### src/rtl/branch_predictor_pkg.sv
// Shared encodings for the branch predictor: 2-bit counter states and FSM state codes.
package branch_predictor_pkg;

  typedef enum logic [0:0] {
    ST_INIT = 1'b0,
    ST_RUN  = 1'b1
  } bp_state_e;

  localparam logic [1:0] CTR_SNT   = 2'b00;
  localparam logic [1:0] CTR_WNT   = 2'b01;
  localparam logic [1:0] CTR_WT    = 2'b10;
  localparam logic [1:0] CTR_ST    = 2'b11;
  localparam logic [1:0] CTR_ALLOC = CTR_WT;
  localparam logic [1:0] CTR_INIT  = CTR_WNT;

endpackage

### src/rtl/bp_sat_ctr2.sv
// 2-bit saturating up/down counter step: taken counts up to 11, not-taken down to 00.
module bp_sat_ctr2
  import branch_predictor_pkg::*;
(
  input  logic [1:0] ctr_i,
  input  logic       taken_i,
  output logic [1:0] ctr_next_o
);

  always_comb begin
    ctr_next_o = ctr_i;
    if (taken_i) begin
      if (ctr_i != CTR_ST) ctr_next_o = ctr_i + 2'd1;
    end else begin
      if (ctr_i != CTR_SNT) ctr_next_o = ctr_i - 2'd1;
    end
  end

endmodule

### src/rtl/branch_predictor.sv
// Direct-mapped BTB with 2-bit counters; combinational lookup, one shared write port
// used by the init sweep (priority) and resolved-branch training.
module branch_predictor
  import branch_predictor_pkg::*;
#(
  parameter int ENTRIES = 16,
  parameter int COUNT_W = 16
) (
  input  logic               stage_clk,
  input  logic               reset,
  input  logic               stage_ena,
  input  logic               clear,
  input  logic [31:0]        pc_lookup,
  output logic               branch_prediction,
  output logic [31:0]        pc_target_prediction,
  input  logic               upd_valid,
  input  logic [31:0]        upd_pc,
  input  logic               upd_taken,
  input  logic [31:0]        upd_target,
  input  logic               upd_mispredict,
  output logic               ready,
  output logic [COUNT_W-1:0] mispredict_count
);

  localparam int IDX_W = $clog2(ENTRIES);
  localparam int TAG_W = 32 - IDX_W - 2;
  localparam logic [IDX_W-1:0] IDX_ONE  = IDX_W'(1);
  localparam logic [IDX_W-1:0] IDX_LAST = IDX_W'(ENTRIES - 1);

  // Table storage: no reset so it can map onto RAM; the sweep initialises it.
  logic             valid_q  [ENTRIES];
  logic [TAG_W-1:0] tag_q    [ENTRIES];
  logic [31:0]      target_q [ENTRIES];
  logic [1:0]       ctr_q    [ENTRIES];

  bp_state_e          state_q;
  logic [IDX_W-1:0]   sweep_q;
  logic [COUNT_W-1:0] count_q;

  logic [IDX_W-1:0] lk_idx, up_idx;
  logic [TAG_W-1:0] lk_tag, up_tag;
  logic             lk_hit, up_hit, commit;
  logic [1:0]       up_ctr_d;

  logic             we_d;
  logic [IDX_W-1:0] w_idx_d;
  logic             w_valid_d;
  logic [TAG_W-1:0] w_tag_d;
  logic [31:0]      w_target_d;
  logic [1:0]       w_ctr_d;

  logic unused_pc_bits;
  assign unused_pc_bits = ^{pc_lookup[1:0], upd_pc[1:0]};

  assign ready = (state_q == ST_RUN);

  assign lk_idx = pc_lookup[IDX_W+1:2];
  assign lk_tag = pc_lookup[31:IDX_W+2];
  assign lk_hit = ready & valid_q[lk_idx] & (tag_q[lk_idx] == lk_tag);

  assign branch_prediction    = lk_hit & ctr_q[lk_idx][1];
  assign pc_target_prediction = branch_prediction ? target_q[lk_idx] : pc_lookup + 32'd4;

  assign up_idx = upd_pc[IDX_W+1:2];
  assign up_tag = upd_pc[31:IDX_W+2];
  assign up_hit = valid_q[up_idx] & (tag_q[up_idx] == up_tag);
  assign commit = upd_valid & stage_ena & ready;

  bp_sat_ctr2 u_sat_ctr (
    .ctr_i      (ctr_q[up_idx]),
    .taken_i    (upd_taken),
    .ctr_next_o (up_ctr_d)
  );

  always_comb begin
    we_d       = 1'b0;
    w_idx_d    = up_idx;
    w_valid_d  = 1'b1;
    w_tag_d    = up_tag;
    w_target_d = upd_target;
    w_ctr_d    = CTR_ALLOC;
    if (state_q == ST_INIT) begin
      we_d      = 1'b1;
      w_idx_d   = sweep_q;
      w_valid_d = 1'b0;
      w_ctr_d   = CTR_INIT;
    end else if (commit && up_hit) begin
      we_d       = 1'b1;
      w_ctr_d    = up_ctr_d;
      w_target_d = upd_taken ? upd_target : target_q[up_idx];
    end else if (commit && upd_taken) begin
      we_d = 1'b1;
    end
  end

  always_ff @(posedge stage_clk) begin
    if (we_d) begin
      valid_q[w_idx_d]  <= w_valid_d;
      tag_q[w_idx_d]    <= w_tag_d;
      target_q[w_idx_d] <= w_target_d;
      ctr_q[w_idx_d]    <= w_ctr_d;
    end
  end

  // Control FSM: sweep every index once, then predict/train until clear or reset.
  always_ff @(posedge stage_clk or posedge reset) begin
    if (reset) begin
      state_q <= ST_INIT;
      sweep_q <= '0;
      count_q <= '0;
    end else if (clear) begin
      state_q <= ST_INIT;
      sweep_q <= '0;
      count_q <= '0;
    end else begin
      case (state_q)
        ST_INIT: begin
          sweep_q <= sweep_q + IDX_ONE;
          if (sweep_q == IDX_LAST) state_q <= ST_RUN;
        end
        default: begin
          if (commit && upd_mispredict && !(&count_q)) count_q <= count_q + COUNT_W'(1);
        end
      endcase
    end
  end

  assign mispredict_count = count_q;

endmodule
### config.mk
export PLATFORM = sky130hd
export DESIGN_NAME = branch_predictor
export DESIGN_NICKNAME = d
export VERILOG_FILES = /design/src/rtl/branch_predictor_pkg.sv /design/src/rtl/bp_sat_ctr2.sv /design/src/rtl/branch_predictor.sv
export SDC_FILE = /design/constraint.sdc
export NUM_CORES = 1
export LEC_CHECK = 0
export ABC_CLOCK_PERIOD_IN_PS = 8039
export BUFFER_PORTS_ARGS = -buffer_cell sky130_fd_sc_hd__buf_2
export CAP_MARGIN = 10
export CELL_PAD_IN_SITES_DETAIL_PLACEMENT = 2
export CELL_PAD_IN_SITES_GLOBAL_PLACEMENT = 2
export CORE_UTILIZATION = 35
export CTS_CLUSTER_SIZE = 20
export DETAILED_ROUTE_END_ITERATION = 6
export PLACE_DENSITY = 0.67
export SLEW_MARGIN = 20
export SYNTH_ARGS = -nofsm -noshare
export SYNTH_HDL_FRONTEND = slang
export SYNTH_SLANG_ARGS = --single-unit
### constraint.sdc
create_clock -name stage_clk -period 8.04 [get_ports stage_clk]
set_input_delay 0 -clock stage_clk [delete_from_list [all_inputs] [get_ports stage_clk]]
set_output_delay 0 -clock stage_clk [all_outputs]
set_load 0.005 [all_outputs]
==> results list, run 1 <==
* Outcome: finished, final reports clean
* Total Negative Setup Slacks: 0 ps
* Type of element capturing the critical path: flop
- Sequential cells account for 48.3% of the total power.
- Global-route total usage across every layer: 23.3%
- For this design the ratio of total power to cell area is 221 nW/µm².
- Counting cells, the worst reg-to-reg path comes to 10.
- The most critical setup path has its startpoint at tag_q[13][8].
- Delay contributed by the slowest stage of the critical path: 960 ps
- Slowest CP cell: sky130_fd_sc_hd__a21oi_4
- Worst setup path end: tag_q[6][16]
- Slew at the pin closest to its max-slew limit: 1160 ps
- The clock arrives with 22.3 ps of skew.
- CTS saw 997 sinks.
* Class of the worst hold path: input port to flop
- Logic gate share of total power: 10.0%
* Starting DRT DRC Count: 2,851
- Io pins: 153
- Summed over all nets, the switching power comes to 2.93 mW.
* Number of standard cells in the final layout excluding fillers: 4,543
- The area growth from synthesis to layout is 14.8%.
- Die X-Extent: 373 µm
* Synth warnings: 0
- In this run the mean area of a mapped cell was 19.6 µm².
- The worst pin sits at a relative slew slack of 22.2%.
- Across all hold checks on the routed design, the worst slack comes to 36.9 ps.
- In the final layout, the multi-input gates occupy 17,400 µm².
- The number of hold violations in the final report came to 0.
- Of the post-synthesis cell area, the dominant cell type holds 61.0%.
- Number of buffers on the longest clock path: 3
- Net switching is 24.0% of the power.
* Synth Register Bits: 997
- Before antenna repair, the detailed router went through 7 iterations.
- Of all nets on the critical path, the largest fanout is 18.
- Area of the mapped netlist: 48,100 µm²
* Total number of H-tree levels: 3
- GP Congestion: 0.835
- The worst hold path begins at upd_target[6].
- Achievable clock frequency: 187 MHz
- Sequential elements use 62.1% of the synthesized area.
* Wirelength per Cell: 35.6 µm
* Worst skew pair latency: 730 ps
* Leakage: 17.8 nW
- Gates resized during post-CTS repair numbered 0.
- Number of synthesized flops with an enable pin: 976
- Layout net count: 2,781
* Placed instance count: 4,279
- The number of pins with negative max-slew slack in the final report came to 0.
* Register-to-register setup slack: 2690 ps
* Final core utilization: 40.6%
- Buffers added on ports: 150
* Non-Filler Cell Area, Final: 55,200 µm²
- Worst-case setup margin in the final layout: 2690 ps
- In the routed design, unresolved DRC markers number 0.
- Area after detailed placement: 51,000 µm²
- Data arrival time of the worst path: 5720 ps
- Ranked by total cell area, the synthesized netlist is headed by sky130_fd_sc_hd__edfxtp_1 (61%), sky130_fd_sc_hd__mux4_2 (22%), sky130_fd_sc_hd__mux2i_1 (2.9%), sky130_fd_sc_hd__dfrtp_1 (1.1%), sky130_fd_sc_hd__mux2_2 (0.96%).
* Residual antenna-violating net count after detailed routing: 0
- The routed design has 162 mm of wire.
- Clock transition time at the flip-flop clock pins of the worst setup and hold paths: 60 ps
- Entering global routing, the biggest net connects 110 pins.
* Reg2Reg Capture Point: tag_q[6][16]
- Part of the total power dissipated in the clock network: 41.7%
- Setup fix buffers added after clock tree synthesis: 0
- Via Count: 27,648
- Setup repair after global routing missed its margin: false
* Cell chain of the critical path: mux4_2, mux4_2, xnor2_1, nand3_1, nor4_1, nand4_1, nand3b_1, buf_4, a21oi_4, buf_4
- The first global-routing pass estimated 230 mm of wire.
- Design internal power: 9.27 mW
* Number of vias per cell: 6.09
* Post-synth top flop: sky130_fd_sc_hd__edfxtp_1
- STA classifies the critical path startpoint as a flop.
- Row generation in the floorplan step produced 135 rows.
- The floorplan step defined a die boundary enclosing 139,000 µm².
* Count of maximum capacitance violations: 0
- Sequential cell area: 29,800 µm²
- Setup violations remaining at the end of the flow were counted as 0.
- TritonCTS clock tree: yes
- STA puts the critical path data required time at 8410 ps.
- In this run, distinct cell masters in the synthesized netlist total 84.
- Classification of the worst setup path: flop to flop
- Part of the cycle the worst path needs: 66.6%
- Inserted Clock Buffers: 114
- Root buffer cell: sky130_fd_sc_hd__clkbuf_16
* Final Power: 12.2 mW
- Synthesis produced a netlist with a net count of 2,554.
* Pre-CTS setup slack: 2260 ps
* Post-synth ARST share: 2.11%
- Yosys top cell by area: sky130_fd_sc_hd__edfxtp_1
* Total gr overflow: 0
- Count of buffering cells on the critical path with inverters included: 2
- Fraction of final layout cells sized beyond drive strength 1: 35.4%
- The layout has 12,714 filler cells.
- Number of antenna violations at the first check in global routing: 17
- R2R Path Start: tag_q[13][8]
* Floorplan core area: 136,000 µm²
- Shortest period the worst path allows: 5350 ps
* Crit path max-delay family: simple AND/OR/NAND/NOR gates
* Depth of the critical timing path with buffers and inverters included: 10
- The floorplan step set the die height to 373 µm.
* Starting density of the core: 35.4%
- Number of instances in the synthesized netlist: 2,448
- Vias in the first global route: 30,105
- Summed over all nets, the half-perimeter wirelength after detailed placement is 97.8 mm.
* Worst supply voltage drop on vdd: 182 µV
[synthesized netlist by cell type, types with 6 or more instances]
library cell	number
sky130_fd_sc_hd__edfxtp_1	976
sky130_fd_sc_hd__mux4_2	477
sky130_fd_sc_hd__mux2i_1	138
sky130_fd_sc_hd__nand2_1	79
sky130_fd_sc_hd__clkbuf_1	60
sky130_fd_sc_hd__buf_2	56
sky130_fd_sc_hd__nor2_1	56
sky130_fd_sc_hd__xor2_1	46
sky130_fd_sc_hd__mux2_2	41
sky130_fd_sc_hd__a22oi_1	40
sky130_fd_sc_hd__xnor2_1	34
sky130_fd_sc_hd__nand3_1	31
sky130_fd_sc_hd__a21oi_1	30
sky130_fd_sc_hd__mux2_4	29
sky130_fd_sc_hd__o21ai_0	26
sky130_fd_sc_hd__dfrtp_1	21
sky130_fd_sc_hd__buf_4	19
sky130_fd_sc_hd__a22o_1	17
sky130_fd_sc_hd__nor2b_1	17
sky130_fd_sc_hd__mux4_4	15
sky130_fd_sc_hd__buf_6	14
sky130_fd_sc_hd__buf_1	13
sky130_fd_sc_hd__nand2b_1	13
sky130_fd_sc_hd__inv_1	12
sky130_fd_sc_hd__and3_1	10
sky130_fd_sc_hd__nand4_1	10
sky130_fd_sc_hd__mux2_1	9
sky130_fd_sc_hd__nor3_1	9
sky130_fd_sc_hd__o22ai_1	8
sky130_fd_sc_hd__a221oi_1	7
sky130_fd_sc_hd__mux4_1	7
sky130_fd_sc_hd__nand3b_1	7
sky130_fd_sc_hd__nor4_1	7
sky130_fd_sc_hd__o2111ai_1	7
sky130_fd_sc_hd__a31oi_1	6
sky130_fd_sc_hd__and2_1	6
sky130_fd_sc_hd__o221ai_1	6
[area by class of cell]
cell class / instances / share of cell area [%]
Clock inverter: 58 / 0.966
Timing Repair Buffer: 283 / 3.83
Inverter: 13 / 0.0907
Clock buffer: 142 / 5.48
Multi-Input combinational cell: 1266 / 31.5
Antenna cell: 3 / 0.0136
Tap cell: 1781 / 4.04
Sequential cell: 997 / 54.1
[cells by family after synthesis]
logic type	after synthesis	synth area share (%)
flip-flops	997	62.1
multiplexers	716	28.5
AND/OR/NAND/NOR	272	2.88
AO/OA/AOI/OAI	194	2.88
buffers and inverters	185	2.13
XOR/XNOR	80	1.46
adder cells (fa/ha/maj)	4	0.0989
[power by group through the flow]
stage / clock [mW] / sequential, mW / combinational, mW
after global placement: 0 / 5.99 / 1.16
after floorplan: 0 / 5.99 / 0.740
after CTS: 5.17 / 5.89 / 1.22
final: 5.09 / 5.90 / 1.22
after detailed placement: 0 / 6.00 / 1.19
after global routing: 5.34 / 5.90 / 1.27
[flip-flops by register name, indices dropped and copies added, names as in the netlist]
register	cells
ctr_q	32
mispredict_count	16
ready	1
sweep_q	4
tag_q	416
target_q	512
valid_q	16
[cells in the final DEF (no fill, tap or decap), drive strengths merged, types with 7 or more instances in the layout]
master	instances
mux2i	138
edfxtp	976
dfrtp	21
xnor2	34
nand4	11
nand2b	13
nand3	31
a22o	17
nor3	9
dlygate4sd3	60
and3	10
nand2	79
o2111ai	7
o21ai	27
a21oi	30
mux2	79
o22ai	8
a22oi	40
xor2	46
inv	15
buf	222
nor2b	18
bufinv	9
nand3b	7
nor2	57
mux4	499
a221oi	7
clkbuf	143
clkinv	41
nor4	8
[how the worst min path moves through the flow]
| stage | endpoint | slack (ps) | cells after the start |
|---|---|---|---|
| floorplan | mispredict_count[0] | -20 | 1 |
| global placement | mispredict_count[13] | 180 | 2 |
| detailed placement | mispredict_count[13] | 210 | 2 |
| CTS | target_q[10][6] | 0.7 | 2 |
| global route | target_q[8][6] | 60 | 2 |
| finish | target_q[10][6] | 40 | 2 |
[repair_timing]
item,CTS,global route
endpoints found under the setup margin,0,0
hold buffers,60,0
endpoints found under the hold margin,934,0
[metal layers]
metal	vias to the layer above	wire [µm]	GRT usage (%)	share of wire [%]
met5	-	68	0	0.042
met4	12	4310	6.24	2.7
met3	224	9580	3.87	5.9
met2	1000	79500	38.7	49
met1	15448	68100	31.8	42
li1	10964	-	-	-
Power figures use the tool's default switching activity.
==> inputs of run 2 (changes only) <==
- ABC_CLOCK_PERIOD_IN_PS: 8039 -> 4300
- PLACE_DENSITY: 0.67 -> 0.7
- clock period: 8.04 -> 4.3 ns (I/O delays scaled with it)
==> results list, run 2 (synthesis gave the netlist of run 1 again) <==
- Part of the cycle the worst path needs: 100%
- The number of violations of the max-capacitance limit is 0 (unchanged).
* Inserted Clock Buffers: 109 (-4.4%)
- The clock network power share came to 41.9% (+0.2 points).
- Number of antenna violations at the first check in global routing: 8 (-9)
- The largest registers in the layout are target_q x512, tag_q x416, ctr_q x32.
- The initial DRC count was 3,179 (+12%).
* Leakage: 19.1 nW (+6.9%)
- The number of hold violations in the final report came to 0 (unchanged).
* Most common cell after layout, fill and taps aside: sky130_fd_sc_hd__edfxtp_1
* Wirelength per Cell: 35.6 µm (about the same)
- The slack of the critical path was -6.82 ps (-2690 ps).
- Final routed DRC violation total: 0 (unchanged)
* Class of the worst hold path: input port to flop
- Cell Pwr Density: 402 nW/µm² (+82%)
- Type of element capturing the critical path: output port
- Floorplan core area: 136,000 µm² (unchanged)
- The total congestion overflow after global routing was 0 (unchanged).
- Setup repair after global routing missed its margin: true
- The routed length on met2 was 81.6 mm (+2.7%).
- Achievable clock frequency: 232 MHz
* Final Setup Violations: 2 (+2)
- The area occupied by multi-input gates came to 17,500 µm² (+0.39%).
- Max_slew headroom: 26.4% (+4.2 points)
- The worst-case clock buffer depth was 3 (unchanged).
- Origin of the worst min-delay path: upd_target[5]
- Critical Path Source Type: flop
- Die Height: 373 µm (unchanged)
- Data required time of the critical path: 4300 ps (-4110 ps)
* Length of routed wiring on met1: 68.7 mm (+0.93%)
* Sequential cell area: 29,800 µm² (unchanged)
- The logic gate share of total power was 10.8% (+0.8 points).
- Worst hold path stage count: 2 (unchanged)
* Vias in the first global route: 30,590 (+1.6%)
- Maximum number of pins on one net before global-route repair: 54 (-51%)
* Worst skew pair latency: 750 ps (+20 ps)
* Area after detailed placement: 53,400 µm² (+4.7%)
- The final weighted congestion in routability-driven placement is 0.857 (+2.7%).
* Routed wire length on met3: 13.3 mm (+39%)
- Number of vias per cell: 6.12 (+0.64%)
* Buffers added on ports: 150 (unchanged)
- TritonCTS built the clock tree.
* Number of optimization iterations in the first detailed-route pass: 5 (-2)
- The number of pins with negative max-slew slack in the final report came to 0 (unchanged).
* Die Footprint: 139,000 µm² (unchanged)
- The area of all placed cells without fillers was 58,000 µm² (+5.1%).
- The total routing usage reported by global routing was 24.1% (+0.80 points).
- Residual antenna-violating net count after detailed routing: 0 (unchanged)
* Data arrival time of the worst path: 4310 ps (-1410 ps)
- The internal power of the cells was 17.6 mW (+90%).
* Root buffer cell: sky130_fd_sc_hd__clkbuf_16
- The highest layer touched by signal routing is met5.
- The worst-case reg-to-reg path depth was 10 (unchanged).
- Endpoint of the worst hold-timing path: target_q[11][5]
- The worst setup skew after layout was 46.4 ps (+24.1 ps).
- Placement Rows: 135 (unchanged)
- Switching power of the nets: 5.69 mW (+94%)
- The I/O pin total was 153 (unchanged).
- The power share of the sequential group is 47.3% (-1.0 points).
- The worst vdd rail ir drop came to 511 µV (+180%).
* Largest reg by FF count: target_q
* Die X-Extent: 373 µm (unchanged)
- Violated checks: setup timing
* Register-to-register setup slack: 50 ps (-2640 ps)
- The layout net count is 2,932 (+5.4%).
- Most frequent cells in the layout: sky130_fd_sc_hd__edfxtp_1 (976), sky130_fd_sc_hd__mux4_2 (483), sky130_fd_sc_hd__mux2i_1 (136), sky130_fd_sc_hd__buf_2 (115)
* Shortest period the worst path allows: 4310 ps
* Reg2Reg Capture Point: target_q[7][5]
* Starting density of the core: 35.4% (unchanged)
- R2R Path Start: tag_q[5][4]
* Via Count: 28,804 (+4.2%)
* Global-route wire length before repair: 237 mm (+3.2%)
- The share of the core filled with cells is 42.7% (+2.1 points).
* Total wirelength of the detailed-routed design: 167 mm (+3.6%)
- The fill cell instance count of the final layout is 12,491 (-1.8%).
- Clock sinks: 997 (unchanged)
- Classification of the worst setup path: flop to output port
* Slew at the pin closest to its max-slew limit: 1100 ps (-62.4 ps)
* Max FFs per register: 512 (unchanged)
- Fraction of final layout cells sized beyond drive strength 1: 39.6% (+4.2 points)
* Outcome: complete, but fails checks
- Number of standard cells in the final layout excluding fillers: 4,703 (+3.5%)
- The cell count after placement came to 4,431 (+3.6%).
- Switching share of power: 24.4% (+0.41 points)
- Total number of H-tree levels: 3 (unchanged)
- The detailed placer's ending HPWL is 112 mm (+15%).
- The clock-pin slew on the worst setup and hold paths is 60 ps (about the same).
* Maximum net fanout on the critical path: 8 (-10)
- Synth-to-layout area growth: 20.6%
- The worst hold slack after final layout came to 85.3 ps (+48.4 ps).
==> run 2: cell count changes in the layout (fill, tap and decap cells not counted), sizes merged <==
| cell | previous run | this run |
|---|---|---|
| dlygate4sd3 | 60 | 62 |
| diode | 3 | 5 |
| inv | 15 | 18 |
| clkbuf | 143 | 127 |
| buf | 222 | 376 |
| bufinv | 9 | 15 |
| clkinv | 41 | 50 |
==> run 2: final cells by class <==
type / count / area share [%]
antenna: 5 / 0.0216
sequential: 997 / 51.5
clock inverter: 76 / 1.47
timing repair buffer: 439 / 8.19
clock buffer: 126 / 4.81
inverter: 13 / 0.0863
multi-input combinational: 1266 / 30.1
tap: 1781 / 3.84
==> run 2: per-layer routing <==
layer / track usage [%] / vias up
met5: 0 / -
met4: 5.78 / 8
met3: 4.50 / 201
met2: 39.4 / 1379
met1: 33.4 / 15941
li1: - / 11275
==> run 2: worst max path at each step <==
stage	startpoint	endpoint	slack, ps	depth (start not counted)
finish	tag_q[11][10]	pc_target_prediction[15]	-7	11
global route	tag_q[7][9]	pc_target_prediction[15]	-100	11
CTS	tag_q[6][12]	pc_target_prediction[4]	-90	12
detailed placement	tag_q[15][8]	target_q[1][6]	-140	10
global placement	tag_q[15][8]	target_q[4][5]	-40	10
floorplan	tag_q[15][4]	ctr_q[10][0]	-710	9
==> run 2: per-stage QoR <==
step	setup TNS [ps]	setup slack (ps)	total power [mW]
2_1_floorplan	-577870	-714	12.6
3_3_place_gp	-1460	-39.6	13.5
3_5_place_dp	-21440	-135	13.6
4_1_cts	-999	-88.7	23.4
5_1_grt	-1870	-97.1	23.8
6_report	-8.41	-6.82	23.3
==> run 2: power by group through the flow <==
stage               clock network, mW  registers [mW]  logic, mW
global route                     10.2            11.0       2.63
detailed placement                  0            11.2       2.42
global placement                    0            11.2       2.35
CTS                              9.91            11.0       2.51
finish                           9.75            11.0       2.52
floorplan                           0            11.2       1.39
==> run 2: worst max-delay path: stages (launching register included) <==
cell and delay, ps:
sky130_fd_sc_hd__edfxtp_1 410, sky130_fd_sc_hd__mux4_2 500, sky130_fd_sc_hd__mux4_2 560, sky130_fd_sc_hd__xnor2_4 250
sky130_fd_sc_hd__nand2_4 100, sky130_fd_sc_hd__nor4_4 380, sky130_fd_sc_hd__nand4_2 180, sky130_fd_sc_hd__nor4b_4 270
sky130_fd_sc_hd__buf_6 210, sky130_fd_sc_hd__buf_12 180, sky130_fd_sc_hd__mux2_4 370, sky130_fd_sc_hd__buf_6 130
==> run 2: timing repair <==
action / in CTS / in global routing
pin swaps: 5 / 3
gates resized for setup: 39 / 19
setup endpoints to repair: 1343 / 84
gates cloned: 2 / 0
hold buffers: 61 / 1
setup buffers: 3 / 0
endpoints found under the hold margin: 938 / 16
